`src/rtl/gate_id_pkg.sv`:
```
// Shared codes for the gate identifier: gate_id values, reference truth tables,
// FSM states and a truth-table bit-insert helper.
package gate_id_pkg;

  localparam logic [3:0] GID_UNKNOWN = 4'd0;
  localparam logic [3:0] GID_AND     = 4'd1;
  localparam logic [3:0] GID_OR      = 4'd2;
  localparam logic [3:0] GID_NAND    = 4'd3;
  localparam logic [3:0] GID_NOR     = 4'd4;
  localparam logic [3:0] GID_XOR     = 4'd5;
  localparam logic [3:0] GID_XNOR    = 4'd6;
  localparam logic [3:0] GID_NOT_A   = 4'd7;
  localparam logic [3:0] GID_NOT_B   = 4'd8;
  localparam logic [3:0] GID_CONST0  = 4'd9;
  localparam logic [3:0] GID_CONST1  = 4'd10;

  // Bit i holds the gate output for {a,b} == i, with a as the MSB.
  localparam logic [3:0] TT_AND    = 4'b1000;
  localparam logic [3:0] TT_OR     = 4'b1110;
  localparam logic [3:0] TT_NAND   = 4'b0111;
  localparam logic [3:0] TT_NOR    = 4'b0001;
  localparam logic [3:0] TT_XOR    = 4'b0110;
  localparam logic [3:0] TT_XNOR   = 4'b1001;
  localparam logic [3:0] TT_NOT_A  = 4'b0011;
  localparam logic [3:0] TT_NOT_B  = 4'b0101;
  localparam logic [3:0] TT_CONST0 = 4'b0000;
  localparam logic [3:0] TT_CONST1 = 4'b1111;

  typedef enum logic [1:0] {
    IDLE = 2'd0,
    RUN  = 2'd1,
    DONE = 2'd2
  } state_t;

  function automatic logic [3:0] tt_insert(input logic [3:0] tbl,
                                           input logic [1:0] idx,
                                           input logic       bit_v);
    logic [3:0] r;
    r      = tbl;
    r[idx] = bit_v;
    return r;
  endfunction

endpackage

```
`src/rtl/gate_identifier_if.sv`:
```
// Host-side handshake and result bundle of the gate identifier.
interface gate_identifier_if;
  logic       start;
  logic       busy;
  logic       done;
  logic [3:0] truth_tbl;
  logic [3:0] gate_id;
  logic       is_universal;
  logic       stable;

  modport master (
    output start,
    input  busy, done, truth_tbl, gate_id, is_universal, stable
  );

  modport slave (
    input  start,
    output busy, done, truth_tbl, gate_id, is_universal, stable
  );
endinterface

```
`src/rtl/gate_classifier.sv`:
```
// Combinational map from an observed 4-bit truth table to a gate_id code
// and the NAND/NOR universality flag.
module gate_classifier
  import gate_id_pkg::*;
(
  input  logic [3:0] truth_tbl,
  output logic [3:0] gate_id,
  output logic       is_universal
);

  always_comb begin
    gate_id = GID_UNKNOWN;
    case (truth_tbl)
      TT_AND:    gate_id = GID_AND;
      TT_OR:     gate_id = GID_OR;
      TT_NAND:   gate_id = GID_NAND;
      TT_NOR:    gate_id = GID_NOR;
      TT_XOR:    gate_id = GID_XOR;
      TT_XNOR:   gate_id = GID_XNOR;
      TT_NOT_A:  gate_id = GID_NOT_A;
      TT_NOT_B:  gate_id = GID_NOT_B;
      TT_CONST0: gate_id = GID_CONST0;
      TT_CONST1: gate_id = GID_CONST1;
      default:   gate_id = GID_UNKNOWN;
    endcase
    is_universal = (gate_id == GID_NAND) || (gate_id == GID_NOR);
  end

endmodule

```
`src/rtl/gate_identifier.sv`:
```
// Sweeps the four input vectors of an external 2-input gate and classifies it.
// Define GATE_ID_REPEAT_CHECK_EN to add a second confirming sweep (stable flag).
module gate_identifier
  import gate_id_pkg::*;
#(
  parameter int unsigned SETTLE_CYCLES = 2
)
(
  input  logic                clk,
  input  logic                rst,
  gate_identifier_if.slave    host,
  input  logic                gate_y,
  output logic                gate_a,
  output logic                gate_b
);

  localparam logic [3:0] SETTLE = 4'(SETTLE_CYCLES);

  state_t     state, state_nxt;
  logic [1:0] idx;
  logic [3:0] cnt;
  logic [3:0] truth_tbl_q;
  logic [3:0] gate_id_q;
  logic       is_univ_q;
  logic       stable_q;
  logic       busy_c, done_c;

  logic       sample, last_vec, sweep_end;
  logic [3:0] cls_tbl, cls_id;
  logic       cls_univ, stable_fin;

  assign sample   = (state == RUN) && (cnt == SETTLE);
  assign last_vec = sample && (idx == 2'd3);

`ifdef GATE_ID_REPEAT_CHECK_EN
  logic       second;
  logic [3:0] shadow;

  // First sweep is already complete in truth_tbl_q; the shadow is finished this edge.
  assign sweep_end  = last_vec && second;
  assign cls_tbl    = truth_tbl_q;
  assign stable_fin = (tt_insert(shadow, idx, gate_y) == truth_tbl_q);
`else
  assign sweep_end  = last_vec;
  assign cls_tbl    = tt_insert(truth_tbl_q, idx, gate_y);
  assign stable_fin = 1'b1;
`endif

  gate_classifier u_classifier (
    .truth_tbl    (cls_tbl),
    .gate_id      (cls_id),
    .is_universal (cls_univ)
  );

  always_ff @(posedge clk or posedge rst) begin
    if (rst) state <= IDLE;
    else     state <= state_nxt;
  end

  always_comb begin
    state_nxt = state;
    busy_c    = 1'b0;
    done_c    = 1'b0;
    case (state)
      IDLE: if (host.start) state_nxt = RUN;
      RUN: begin
        busy_c = 1'b1;
        if (sweep_end) state_nxt = DONE;
      end
      DONE: begin
        done_c    = 1'b1;
        state_nxt = IDLE;
      end
      default: state_nxt = IDLE;
    endcase
  end

  // idx wraps to 0 after vector 3, so it doubles as the gate drive and is 0 outside RUN.
  always_ff @(posedge clk or posedge rst) begin
    if (rst) begin
      idx         <= 2'd0;
      cnt         <= 4'd0;
      truth_tbl_q <= 4'd0;
      gate_id_q   <= GID_UNKNOWN;
      is_univ_q   <= 1'b0;
      stable_q    <= 1'b0;
`ifdef GATE_ID_REPEAT_CHECK_EN
      second      <= 1'b0;
      shadow      <= 4'd0;
`endif
    end else begin
      case (state)
        IDLE: begin
          if (host.start) begin
            idx         <= 2'd0;
            cnt         <= 4'd0;
            truth_tbl_q <= 4'd0;
            gate_id_q   <= GID_UNKNOWN;
            is_univ_q   <= 1'b0;
            stable_q    <= 1'b0;
`ifdef GATE_ID_REPEAT_CHECK_EN
            second      <= 1'b0;
            shadow      <= 4'd0;
`endif
          end
        end
        RUN: begin
          if (sample) begin
            cnt <= 4'd0;
            idx <= idx + 2'd1;
`ifdef GATE_ID_REPEAT_CHECK_EN
            if (second) shadow      <= tt_insert(shadow, idx, gate_y);
            else        truth_tbl_q <= tt_insert(truth_tbl_q, idx, gate_y);
            if (last_vec) second <= 1'b1;
`else
            truth_tbl_q <= tt_insert(truth_tbl_q, idx, gate_y);
`endif
            if (sweep_end) begin
              gate_id_q <= stable_fin ? cls_id : GID_UNKNOWN;
              is_univ_q <= stable_fin & cls_univ;
              stable_q  <= stable_fin;
            end
          end else begin
            cnt <= cnt + 4'd1;
          end
        end
        default: ;
      endcase
    end
  end

  assign gate_a            = idx[1];
  assign gate_b            = idx[0];
  assign host.busy         = busy_c;
  assign host.done         = done_c;
  assign host.truth_tbl    = truth_tbl_q;
  assign host.gate_id      = gate_id_q;
  assign host.is_universal = is_univ_q;
  assign host.stable       = stable_q;

endmodule
```
`src/flat_wrapper.sv`:
```
// flat-port wrapper written by rule: the top's interface ports become plain ports
module gate_identifier_flat import gate_id_pkg::*;
#(
  parameter int unsigned SETTLE_CYCLES = 2
)
  (clk, rst, gate_y, gate_a, gate_b, host_start, host_busy, host_done, host_truth_tbl, host_gate_id, host_is_universal, host_stable);
  gate_identifier_if host_i ();
  input  logic clk;
  input  logic rst;
  input  logic gate_y;
  output logic gate_a;
  output logic gate_b;
  input wire logic [$bits(host_i.start)-1:0] host_start;
  output wire logic [$bits(host_i.busy)-1:0] host_busy;
  output wire logic [$bits(host_i.done)-1:0] host_done;
  output wire logic [$bits(host_i.truth_tbl)-1:0] host_truth_tbl;
  output wire logic [$bits(host_i.gate_id)-1:0] host_gate_id;
  output wire logic [$bits(host_i.is_universal)-1:0] host_is_universal;
  output wire logic [$bits(host_i.stable)-1:0] host_stable;
  assign host_i.start = host_start;
  assign host_busy = host_i.busy;
  assign host_done = host_i.done;
  assign host_truth_tbl = host_i.truth_tbl;
  assign host_gate_id = host_i.gate_id;
  assign host_is_universal = host_i.is_universal;
  assign host_stable = host_i.stable;
  gate_identifier #(.SETTLE_CYCLES(SETTLE_CYCLES)) u_core (.clk(clk), .rst(rst), .host(host_i), .gate_y(gate_y), .gate_a(gate_a), .gate_b(gate_b));
endmodule
```
`config.mk`:
```
export PLATFORM = sky130hd
export DESIGN_NAME = gate_identifier_flat
export DESIGN_NICKNAME = d
export VERILOG_FILES = /design/src/rtl/gate_id_pkg.sv /design/src/rtl/gate_identifier_if.sv /design/src/rtl/gate_classifier.sv /design/src/rtl/gate_identifier.sv /design/src/flat_wrapper.sv
export SDC_FILE = /design/constraint.sdc
export NUM_CORES = 1
export LEC_CHECK = 0
export CORE_MARGIN = 3
export CORE_UTILIZATION = 51
export CTS_BUF_LIST = sky130_fd_sc_hd__clkbuf_8 sky130_fd_sc_hd__clkbuf_16
export DETAILED_ROUTE_END_ITERATION = 12
export GPL_TIMING_DRIVEN = 0
export HOLD_SLACK_MARGIN = 0.05
export PLACE_DENSITY = 0.77
export SLEW_MARGIN = 20
export SYNTH_ARGS = -nofsm -noshare
export SYNTH_HDL_FRONTEND = slang
export SYNTH_SLANG_ARGS = --single-unit
export TNS_END_PERCENT = 50
```
`constraint.sdc`:
```
create_clock -name clk -period 2.1 [get_ports clk]
set_input_delay 0.42 -clock clk [delete_from_list [all_inputs] [get_ports clk]]
set_output_delay 0.42 -clock clk [all_outputs]
set_load 0.01 [all_outputs]
```
==> qor_table.md <==
| Metric | This run | Unit |
| --- | --- | --- |
| Final hold vios | 0 | - |
| All-layer global routing usage | 18.4 | % |
| Post-synthesis instance total | 111 | - |
| Clock tree buffer depth | 2 | - |
| Level count of the clock H-tree | 1 | - |
| Via Count | 886 | - |
| Post-synthesis cell type count | 33 | - |
| TritonCTS clock tree | done | - |
| Multiplexer share of the synthesized area | 8.11 | % |
| Relative area change from synthesis to final layout | 24.3 | % |
| Yosys warning total | 0 | - |
| Inserted Clock Buffers | 3 | - |
| Number of DRC violations after detailed-routing iteration 0 | 22 | - |
| Measured slew at the worst slew-check pin | 0.684 | ns |
| Remaining Overflow, GRT | 0 | - |
| Final setup violation count | 0 | - |
| Routed wire length | 2130 | µm |
| Hpwl dp | 1590 | µm |
| Final-layout worst hold slack | 0.474 | ns |
| Pre-CTS worst setup slack | -0.203 | ns |
| Antenna Diode Count | 0 | - |
| Post-synth top area share | 42.3 | % |
| Final clock period utilization by the worst path | 96.7 | % |
| Share of the synthesized area in compound gates (AO/OA/AOI/OAI) | 16.2 | % |
| Status | completed | - |
| Number of antenna violations at the first check in global routing | 0 | - |
| Combinational family with the most area after synthesis | simple AND/OR/NAND/NOR gates | - |
| Arithmetic-cell share of the synthesized area counting full adders, half adders and majority gates | 9.40 | % |
| Post-Syn Nets | 123 | - |
| Fraction of layout cells with a size suffix above 1 | 10.7 | % |
| Count of input and output buffers | 17 | - |
| Maximum number of pins on one net before global-route repair | 19 | - |
| Library cell with the largest summed area after synthesis | sky130_fd_sc_hd__dfrtp_1 | - |
| Weighted congestion reported at the end of routability-driven placement | 0.771 | - |
| Routed wire per std cell | 13.6 | µm |
| Post-DRT Antenna Nets | 0 | - |
| Worst setup margin | 0.0687 | ns |
| Clock tree root driver cell | sky130_fd_sc_hd__clkbuf_8 | - |
| Cell types occupying the most area after synthesis | sky130_fd_sc_hd__dfrtp_1, sky130_fd_sc_hd__ha_1, sky130_fd_sc_hd__nand2_1, sky130_fd_sc_hd__o21ai_0, sky130_fd_sc_hd__mux2_2 | - |
| Maximum Capacitance Violations | 0 | - |
| Worst clock skew | 0.00200 | ns |
| Shortest clock period the worst path allows after layout | 2.03 | ns |
| Sequential cell area fraction in the yosys report | 42.3 | % |
| Total iterations of the first detailed-routing run | 4 | - |
| RSZ-0062 raised after global routing | no | - |
| Arr. time, crit path | 2.21 | ns |
| Highest attainable clock frequency | 0.492 | GHz |
| Area of the die | 2670 | µm² |
| Fill cell instance count of the final layout | 147 | - |
| Critical path data required time | 2.27 | ns |
| Die span in x | 51.7 | µm |
| Ratio of routed vias to standard cells | 5.68 | - |
| Std-Cell Core Area | 1840 | µm² |
| Max Transition Viols Final | 0 | - |
| Average instance area after synthesis | 9.59 | µm² |
| Netlist area before placement | 1060 | µm² |
| Normalized max-slew margin | 54.3 | % |
| Final total power | 1.96 | mW |
| Power per standard cell area | 1480 | nW/µm² |
| Clock transition at the registers of the reported paths | 0.06 | ns |
| Net count reported at finish | 145 | - |
| Crit Path Max Fanout | 7 | - |
| Setup Buffers After CTS | 0 | - |
| DRC viols | 0 | - |
| Vertical extent of the die | 51.7 | µm |
| Crit end category | flip-flop | - |
| Vias in the first global route | 841 | - |
| Initial standard-cell utilization of the core | 57.9 | % |
| Wire length of the first global-routing pass | 3660 | µm |
| Total I/O pin count | 18 | - |
| Kind of path behind the tightest hold check | reg -> reg | - |
| Category of the worst setup path launch point | primary input | - |
| Simple-gate area share of the yosys netlist | 20.4 | % |
| Storage cell area | 453 | µm² |
| Number of clock sinks seen by CTS | 18 | - |
| Leakage Power | 0.591 | nW |
| Flip-flop and latch count after synthesis | 18 | - |
| Multi-input gate area in the final layout | 588 | µm² |
| Site row count | 15 | - |
| Type of the worst setup path | in -> reg | - |
| Post-synthesis xor/xnor area fraction | 0 | % |
| Clock insertion delay at the later pin of the skew report | 0.25 | ns |
| Max VDD drop | 0.878 | mV |
## critical path: stages
cell and delay (ns):
sky130_fd_sc_hd__clkdlybuf4s50_1 0.53, sky130_fd_sc_hd__mux2_4 0.35, sky130_fd_sc_hd__inv_2 0.11, sky130_fd_sc_hd__ha_1 0.20
sky130_fd_sc_hd__inv_1 0.06, sky130_fd_sc_hd__mux2i_2 0.19, sky130_fd_sc_hd__a41oi_1 0.17, sky130_fd_sc_hd__o211ai_2 0.18
## per-stage QoR
stage	instance area (µm²)	utilization (%)	instances	setup TNS, ns
after detailed placement	1270	68.8	153	-0.366
after floorplan	1060	-	111	0
after global placement	1270	68.8	153	-0.273
after CTS	1310	71.1	156	0
after global routing	1320	72.0	156	0
final	1320	72.0	156	0
## cells in the final DEF, fill, tap and decap left out, types with 4 or more instances in the layout
cell and count:
sky130_fd_sc_hd__a21oi_1 5, sky130_fd_sc_hd__o21ai_0 10, sky130_fd_sc_hd__ha_1 8, sky130_fd_sc_hd__clkdlybuf4s50_1 17
sky130_fd_sc_hd__nor2b_1 4, sky130_fd_sc_hd__nand2_1 19, sky130_fd_sc_hd__inv_1 8, sky130_fd_sc_hd__nand3_1 4
sky130_fd_sc_hd__dfrtp_1 16
## logic make-up (layout without fill, tap and decap cells)
group                    count (synthesis)  after routing
AND/OR/NAND/NOR                         41             41
AO/OA/AOI/OAI                           27             27
adder cells (fa/ha/maj)                  8              8
buffers and inverters                   10             30
flip-flops                              18             18
multiplexers                             7              7
## layer usage
metal	routed length, µm	GRT usage (%)	vias up
li1	-	-	435
met1	1030	24.0	421
met2	976	29.0	26
met3	88	3.72	4
met4	31	8.73	0
met5	0	0	-
## timing repair
action / in CTS / in global routing
hold buffers: 0 / 0
endpoints found under the setup margin: 0 / 2
gates resized for setup: 0 / 6
## synth_stat cells (all sizes together)
master    n
a41oi     1
inv      10
o21bai    2
mux2i     4
a21o      1
a32o      1
o211ai    2
nand4b    1
o21ai    11
a211o     1
nand2    19
a211oi    1
and4bb    1
dfrtp    18
nor3      2
nand4     2
ha        8
and3      1
a22oi     1
and4      1
a21oi     5
or3b      1
nor2b     4
nor2      1
nand4bb   1
nand3     4
o31ai     1
mux2      3
nand2b    3
## final timing paths
check                           cells after the start               start                       end  slack, ns
worst max-delay path                                8              gate_y  u_core.host.is_universal       0.07
max in group asynchronous                           2                 rst             u_core.idx[0]       1.04
worst min register to register                      2  u_core.host.stable        u_core.host.stable       0.47
worst min-delay path                                2  u_core.host.stable        u_core.host.stable       0.47
min in group asynchronous                           2                 rst             u_core.cnt[3]       0.59
worst max register to register                      9       u_core.idx[1]  u_core.host.is_universal       0.09
## power breakdown
| part | internal [mW] | total, mW | leakage (nW) | switching (mW) |
|---|---|---|---|---|
| combinational | 0.519 | 1.08 | 0.341 | 0.565 |
| sequential | 0.496 | 0.636 | 0.229 | 0.140 |
| clock | 0.127 | 0.237 | 0.0216 | 0.110 |
| total | 1.14 | 1.96 | 0.591 | 0.815 |
## cell type report
class	count	area share, %
Clock buffer	3	3.12
Tap cell	25	2.36
Multi-Input combinational cell	83	44.4
Timing Repair Buffer	17	12.9
Inverter	10	3.02
Sequential cell	18	34.2
## flip-flops by register name (all words and copies together) (netlist names)
signal and count:
u_core.cnt 4, u_core.state 2, u_core.host.gate_id 4, u_core.idx 2
u_core.host.stable 1, u_core.host.truth_tbl 4, u_core.host.is_universal 1
Note: power is estimated with default switching activity, not from simulation.
